==> config.mk <==
export PLATFORM = sky130hd
export DESIGN_NAME = sync_fifo
export DESIGN_NICKNAME = d
export VERILOG_FILES = /design/src/rtl/sync_fifo_pkg.sv /design/src/rtl/sync_fifo_mem.sv /design/src/rtl/sync_fifo.sv
export SDC_FILE = /design/constraint.sdc
export NUM_CORES = 1
export LEC_CHECK = 0
export CORE_MARGIN = 2
export CORE_UTILIZATION = 30
export CTS_CLUSTER_DIAMETER = 100
export DETAILED_ROUTE_END_ITERATION = 8
export PLACE_DENSITY_LB_ADDON = 0.15
export SKIP_LAST_GASP = 1
export SYNTH_ARGS = -nofsm -noshare
export SYNTH_HDL_FRONTEND = slang
export SYNTH_HIERARCHICAL = 1
export SYNTH_SLANG_ARGS = --single-unit
export TNS_END_PERCENT = 1
==> constraint.sdc <==
create_clock -name clk6x -period 2.49 [get_ports clk6x]
set_clock_uncertainty 0.15 [all_clocks]
set_input_delay 0.6225 -clock clk6x [delete_from_list [all_inputs] [get_ports clk6x]]
set_output_delay 0.6225 -clock clk6x [all_outputs]
set_load 0.03 [all_outputs]
==> src/rtl/sync_fifo_pkg.sv <==
// sync_fifo_pkg: shared types for the synchronous FWFT FIFO.
//   fifo_op_e - the effective operation performed at a clock edge, after
//               full/empty qualification of the raw enqueue/dequeue requests.
package sync_fifo_pkg;

    typedef enum logic [1:0] {
        OpNone = 2'b00,
        OpEnq  = 2'b01,
        OpDeq  = 2'b10,
        OpBoth = 2'b11
    } fifo_op_e;

    // Pack the qualified enqueue/dequeue strobes into an operation code.
    function automatic fifo_op_e fifo_op(input logic do_enq, input logic do_deq);
        return fifo_op_e'({do_deq, do_enq});
    endfunction

endpackage

==> src/rtl/sync_fifo_mem.sv <==
// sync_fifo_mem: plain register array with synchronous write and asynchronous
// read, shaped so that it maps onto distributed RAM. Contents are not reset.
//   clk_i   - clock, write on rising edge
//   we_i    - write enable
//   waddr_i - write address
//   wdata_i - write data
//   raddr_i - read address
//   rdata_o - read data, combinational from raddr_i
module sync_fifo_mem #(
    parameter int unsigned BITWIDTH = 8,
    parameter int unsigned BITDEPTH = 2
) (
    input  logic                clk_i,
    input  logic                we_i,
    input  logic [BITDEPTH-1:0] waddr_i,
    input  logic [BITWIDTH-1:0] wdata_i,
    input  logic [BITDEPTH-1:0] raddr_i,
    output logic [BITWIDTH-1:0] rdata_o
);

    localparam int unsigned Depth = 1 << BITDEPTH;

    logic [BITWIDTH-1:0] mem_q [Depth];

    always_ff @(posedge clk_i) begin
        if (we_i) begin
            mem_q[waddr_i] <= wdata_i;
        end
    end

    assign rdata_o = mem_q[raddr_i];

endmodule

==> src/rtl/sync_fifo.sv <==
// sync_fifo: single-clock first-word-fall-through FIFO of 2**BITDEPTH entries.
//   clk6x   - system clock, all state changes on rising edge
//   resetn  - synchronous active-low reset; clears pointers and count
//   wport_i - write data
//   wenq_i  - enqueue request
//   rport_o - head-of-queue data, valid while empty_o=0
//   rdeq_i  - dequeue request
//   full_o  - FIFO holds 2**BITDEPTH entries
//   empty_o - FIFO holds no entries
//   count_o - number of stored entries
module sync_fifo
    import sync_fifo_pkg::*;
#(
    parameter int unsigned BITWIDTH = 8,
    parameter int unsigned BITDEPTH = 2
) (
    input  logic                clk6x,
    input  logic                resetn,
    input  logic [BITWIDTH-1:0] wport_i,
    input  logic                wenq_i,
    output logic [BITWIDTH-1:0] rport_o,
    input  logic                rdeq_i,
    output logic                full_o,
    output logic                empty_o,
    output logic [BITDEPTH:0]   count_o
);

    localparam logic [BITDEPTH:0] CountMax = (BITDEPTH + 1)'(1 << BITDEPTH);

    logic [BITDEPTH-1:0] wptr_q, wptr_d;
    logic [BITDEPTH-1:0] rptr_q, rptr_d;
    logic [BITDEPTH:0]   count_q, count_d;
    logic                do_enq, do_deq;
    fifo_op_e            op;

    assign full_o  = (count_q == CountMax);
    assign empty_o = (count_q == '0);
    assign count_o = count_q;

    // A dequeue in the same edge frees the head slot, so a full FIFO still
    // accepts the write.
    assign do_enq = wenq_i & (~full_o | rdeq_i);
    assign do_deq = rdeq_i & ~empty_o;
    assign op     = fifo_op(do_enq, do_deq);

    always_comb begin
        wptr_d  = wptr_q;
        rptr_d  = rptr_q;
        count_d = count_q;
        if (do_enq) begin
            wptr_d = wptr_q + BITDEPTH'(1);
        end
        if (do_deq) begin
            rptr_d = rptr_q + BITDEPTH'(1);
        end
        unique case (op)
            OpEnq:   count_d = count_q + (BITDEPTH + 1)'(1);
            OpDeq:   count_d = count_q - (BITDEPTH + 1)'(1);
            default: count_d = count_q;
        endcase
    end

    always_ff @(posedge clk6x) begin
        if (!resetn) begin
            wptr_q  <= '0;
            rptr_q  <= '0;
            count_q <= '0;
        end else begin
            wptr_q  <= wptr_d;
            rptr_q  <= rptr_d;
            count_q <= count_d;
        end
    end

    sync_fifo_mem #(
        .BITWIDTH(BITWIDTH),
        .BITDEPTH(BITDEPTH)
    ) u_mem (
        .clk_i  (clk6x),
        .we_i   (do_enq),
        .waddr_i(wptr_q),
        .wdata_i(wport_i),
        .raddr_i(rptr_q),
        .rdata_o(rport_o)
    );

endmodule

-- After elaboration in Yosys (flattened, before gate mapping)
Memory sizes are Yosys's and may differ from the RTL's. A register that Yosys moved wholly into a read port is not among the register bits.
Index checks and enable logic that the tools add are counted.
W data, S select, Z words.
- memories kept: 1
- ROM bits: 0
- bits in latches: 0
- output and inout bits: 13
- RAM bits: 32
- logic and storage cells: 23
- flip-flop bits (word level): 7
- magnitude comparators: 0
- div/mod/pow operators: 0
- shifts and indexed selects: 0
- $mul: 0
- reductions and logical operators: 2
- mux-type cells: 5
- add/sub/neg operators: 4
- eq/ne operators: 3
- bitwise gates (word level): 5
- memory list (memory ; words ; width ; rd ports ; clocked after Yosys merged registers in ; wr ports ; RTL line ; source):
    u_mem.mem_q ; 4 ; 8 ; 1 ; 1 ; 1 ; sync_fifo_mem.sv:23 ; logic [BITWIDTH-1:0] mem_q [Depth];
- operators with widths (operator ; count):
    $pmux W3 S2 ; 1
    $add A2 B1 Y2 const B ; 2
    $mux W2 ; 2
    $add A3 B1 Y3 const B ; 1
    $eq A3 B3 Y1 const B ; 1
    $logic_not A3 Y1 ; 1
    $sub A3 B1 Y3 const B ; 1
    $and A1 B1 Y1 ; 2
    $eq A2 B1 Y1 const B ; 1
    $eq A2 B2 Y1 const B ; 1
    $mux W1 ; 2
    $not A1 Y1 ; 2
    $reduce_bool A2 Y1 ; 1
    $or A1 B1 Y1 ; 1

-- Depth between registers and ports, before layout
- depth after elaboration: 6
- gate-level depth with buffers: 9
- gate-level depth less buffers: 9

-- By module
Netlist, hierarchy kept.
- by module, submodules not included (module ; instances ; cells an instance ; area an instance (um^2)):
    sync_fifo_mem ; 1 ; 46 ; 1188.6
    sync_fifo ; 1 ; 41 ; 376.6

-- Least setup slack after synthesis
No wires, ideal clock.
- path type: input to register
- from: input port rdeq_i
- to: register count_q[2], in the netlist count_o[2]
- stages: 9
- path slack: 0.054 ns
- arrival: 2.216 ns
- path through: nor4b_2 > nor2b_2 > inv_1 > ha_1 > inv_1 > fa_1 > xor2_1 > or3_1 > a21boi_1
- cells in the longest elaborated chain, start to end: 4
- elaborated cells on any way between the ends: 7
- those cells by class: eq/ne: 2; mux: 1; bitwise: 3; reduce/logical: 1
- ends and longest elaborated chain (element ; RTL line ; source):
    from (decl) ; sync_fifo.sv:22 ; input logic rdeq_i,
    $or A1 B1 Y1 * ; sync_fifo.sv:42 ; assign do_enq = wenq_i & (~full_o | rdeq_i);
    $and A1 B1 Y1 * ; sync_fifo.sv:42 ;
    net do_enq ; sync_fifo.sv:33 ; logic do_enq, do_deq;
    $eq A2 B2 Y1 or $eq A2 B1 Y1 (tied branches) ; sync_fifo.sv:56 ; unique case (op)
    $pmux W3 S2 or $reduce_bool A2 Y1 (tied branches) ; -- ;
    to (signal assigned) ; sync_fifo.sv:71 ; count_q <= count_d;
    to (decl) ; sync_fifo.sv:32 ; logic [BITDEPTH:0] count_q, count_d;
Mark *: on every way through the listed nets, which the timed path passes. The rest lies on a longest branch.
A chain may end at the register's enable or synchronous reset.

==> impl_metrics.csv <==
group,metric,value,unit
run_status,outcome,"complete, but fails checks",
run_status,failed_checks,"negative setup slack",
cts,clk_pin_slew,0.08,ns
setup_path,crit_type,"register to output pin",
synth,ys_warn_count,6,
synth,synth_top_area_frac,0.614,
job,max_cap_viol_count,0,
layout,antennaDiodeCount,0,
min_path,holdPathStages,2,
power,cellPowerDensity,1000,nW/µm²
timing,period_needed,2.70,ns
layout,multi_input_area,442,µm²
routing,drtIter0Drc,60,
timing,worstMarginPinSlew,0.452,ns
synth,synth.distinct_cells,26,
global_route,grt_pass1_wl,4690,µm
cts,htreeDepth,2,
layout,fin_nets,144,
cts,post-cts-setup-buffers,0,
cts,numCtsBuffers,5,
synth,ys_seq_elements,39,
timing,rsz0062_at_grt,"true",
timing,slew_headroom,0.698,
setup_path,critPathRequiredTime,1.72,ns
timing,hold_viol_final,0,
floorplan,die_w,76.2,µm
timing,setup_viol,7,
synth,synthCells,87,
timing,finalCritPeriodShare,1.09,
power,cellLeakagePower,0.739,nW
min_path,min_from,"wptr_q[0]",
synth,synth_ff_type,"edfxtp_1",
setup_path,critPathCaptureType,"output pin",
cts,cts_tree,"yes",
floorplan,die_y,76.2,µm
setup_path,timing.rr.start,"count_o[0]",
synth,synth_seq_area_share,0.703,
power,peakVddDrop,0.479,mV
timing,max_freq,370,MHz
floorplan,start_util,0.308,
global_route,grt_max_degree,14,
placement,dp_hpwl,2020,µm
min_path,hold_path_class,"register to register",
placement,dp_slack,-0.462,ns
cts,clkLatencyLatePin,0.29,ns
placement,buffer_ports.inserted,24,
synth,synthesis.nets,101,
timing,fin_ws,-0.213,ns
synth,netlist_area,1570,µm²
routing,vias,901,
setup_path,r2r_end,"count_o[2]",
min_path,hold_path_end,"wptr_q[0]",
routing,ant_nets,0,
setup_path,cp.arrival,1.93,ns
synth,postSynth.asyncResetShare,0,
routing,first_pass_iters,4,
timing,setup_tns,-1.16,ns
layout,final_common_cell,"edfxtp_1",
setup_path,path_max_fanout,8,
routing,wire_per_inst,13.8,µm
setup_path,start_kind,"register",
synth,synth_area_leader_cell,"edfxtp_1",
synth,synth_area_per_cell,18.0,µm²
setup_path,reg2reg_depth,9,
layout,drive_gt1_frac,0.252,
global_route,grt-ovfl-total,0,
global_route,antenna_found_initial,0,
synth,synth_area_leaders,"edfxtp_1, mux4_2, dfxtp_1",
routing,drc_errors,0,
routing,vias_per_cell,4.48,
layout,mostFrequentLayoutCells,"edfxtp_1, clkdlybuf4s50_1, buf_4",
cts,cts_root_buf,"clkbuf_8",
routing,wirelength,2770,µm
global_route,gr-usage-all-layers,0.107,
placement,routabilityCongestion,0.745,
layout,nFillCells,493,
synth,synth_edf_count,32,
floorplan,core,5070,µm²
setup_path,rrSetupSlack,0.22,ns
floorplan,pin_count,25,
cts,cts_buffer_depth,2,
cts,cts_num_sinks,39,
global_route,grt_pass1_vias,933,
layout,synthToLayoutAreaGrowth,36.0,%
floorplan,rows,26,
layout,regArea,1100,µm²
timing,drv_slew,0,
floorplan,die-area,5810,µm²
==> flip-flops by register name, summed over array words and instances, names as in the netlist <==
name / cells
u_mem/mem_q: 32
rptr_q: 2
count_o: 3
wptr_q: 2
==> how the worst max path moves through the flow <==
stage | from | endpoint
2_1_floorplan | rdeq_i | count_o[2]
3_3_place_gp | rdeq_i | count_o[2]
3_5_place_dp | rdeq_i | count_o[2]
4_1_cts | rptr_q[0] | rport_o[0]
5_1_grt | rptr_q[0] | rport_o[0]
6_report | rptr_q[0] | rport_o[6]
==> power by group <==
| part | leakage (nW) | internal, mW | switching (mW) |
|---|---|---|---|
| clock | 0.0581 | 0.298 | 0.217 |
| sequential | 0.351 | 0.775 | 0.0658 |
| combinational | 0.330 | 0.394 | 0.385 |
| total | 0.739 | 1.47 | 0.668 |
==> worst max-delay path, stage by stage, from the launching register on <==
cell and delay, ns:
dfxtp_1 0.38, buf_12 0.16, mux4_2 0.50, clkdlybuf4s50_1 0.60
==> layout make-up <==
type | instances | share of cell area
Inverter | 4 | 0.00705
Multi-Input combinational cell | 42 | 0.208
Tap cell | 70 | 0.0412
Clock inverter | 3 | 0.0206
Clock buffer | 5 | 0.0323
Sequential cell | 39 | 0.517
Timing Repair Buffer | 38 | 0.174
==> cell usage after synthesis, types with 2 or more instances <==
cell and n:
mux4_2 8, and3b_1 2, or3_1 3, o21ai_0 4
and3_1 2, edfxtp_1 32, a21boi_1 3, dfxtp_1 7
nand2_1 5, inv_1 4, and2_1 2
==> cell families (layout without fill, tap and decap cells) <==
logic type               count (synthesis)  after routing  synth area share
AO/OA/AOI/OAI                            8              8            0.0304
flip-flops                              39             39             0.703
adder cells (fa/ha/maj)                  2              2            0.0208
XOR/XNOR                                 2              2            0.0112
multiplexers                             9              9             0.122
AND/OR/NAND/NOR                         21             21            0.0927
buffers and inverters                    6             50            0.0200
==> per-layer routing <==
metal,wire length [µm],vias up,GRT usage,share of wire
met5,0,-,0,0
met2,1390,19,0.173,0.50
li1,-,423,-,-
met3,123,5,0.0355,0.044
met4,55,0,0.0491,0.020
met1,1200,454,0.129,0.43
==> what timing repair did <==
item | 4_1_cts | 5_1_grt
hold buffers | 0 | 0
resized for setup | 2 | 2
gates cloned | 0 | 0
endpoints found under the setup margin | 10 | 11
==> per-stage QoR <==
stage	util	hold WS, ns	cells	power [mW]	area (µm²)
2_1_floorplan	-	0.306	87	1.31	1570
3_3_place_gp	0.395	0.358	193	1.64	2010
3_5_place_dp	0.395	0.373	193	1.65	2010
4_1_cts	0.417	0.378	201	2.16	2120
5_1_grt	0.419	0.450	201	2.26	2130
6_report	0.419	0.374	201	2.14	2130
Note: power is estimated with default switching activity, not from simulation.
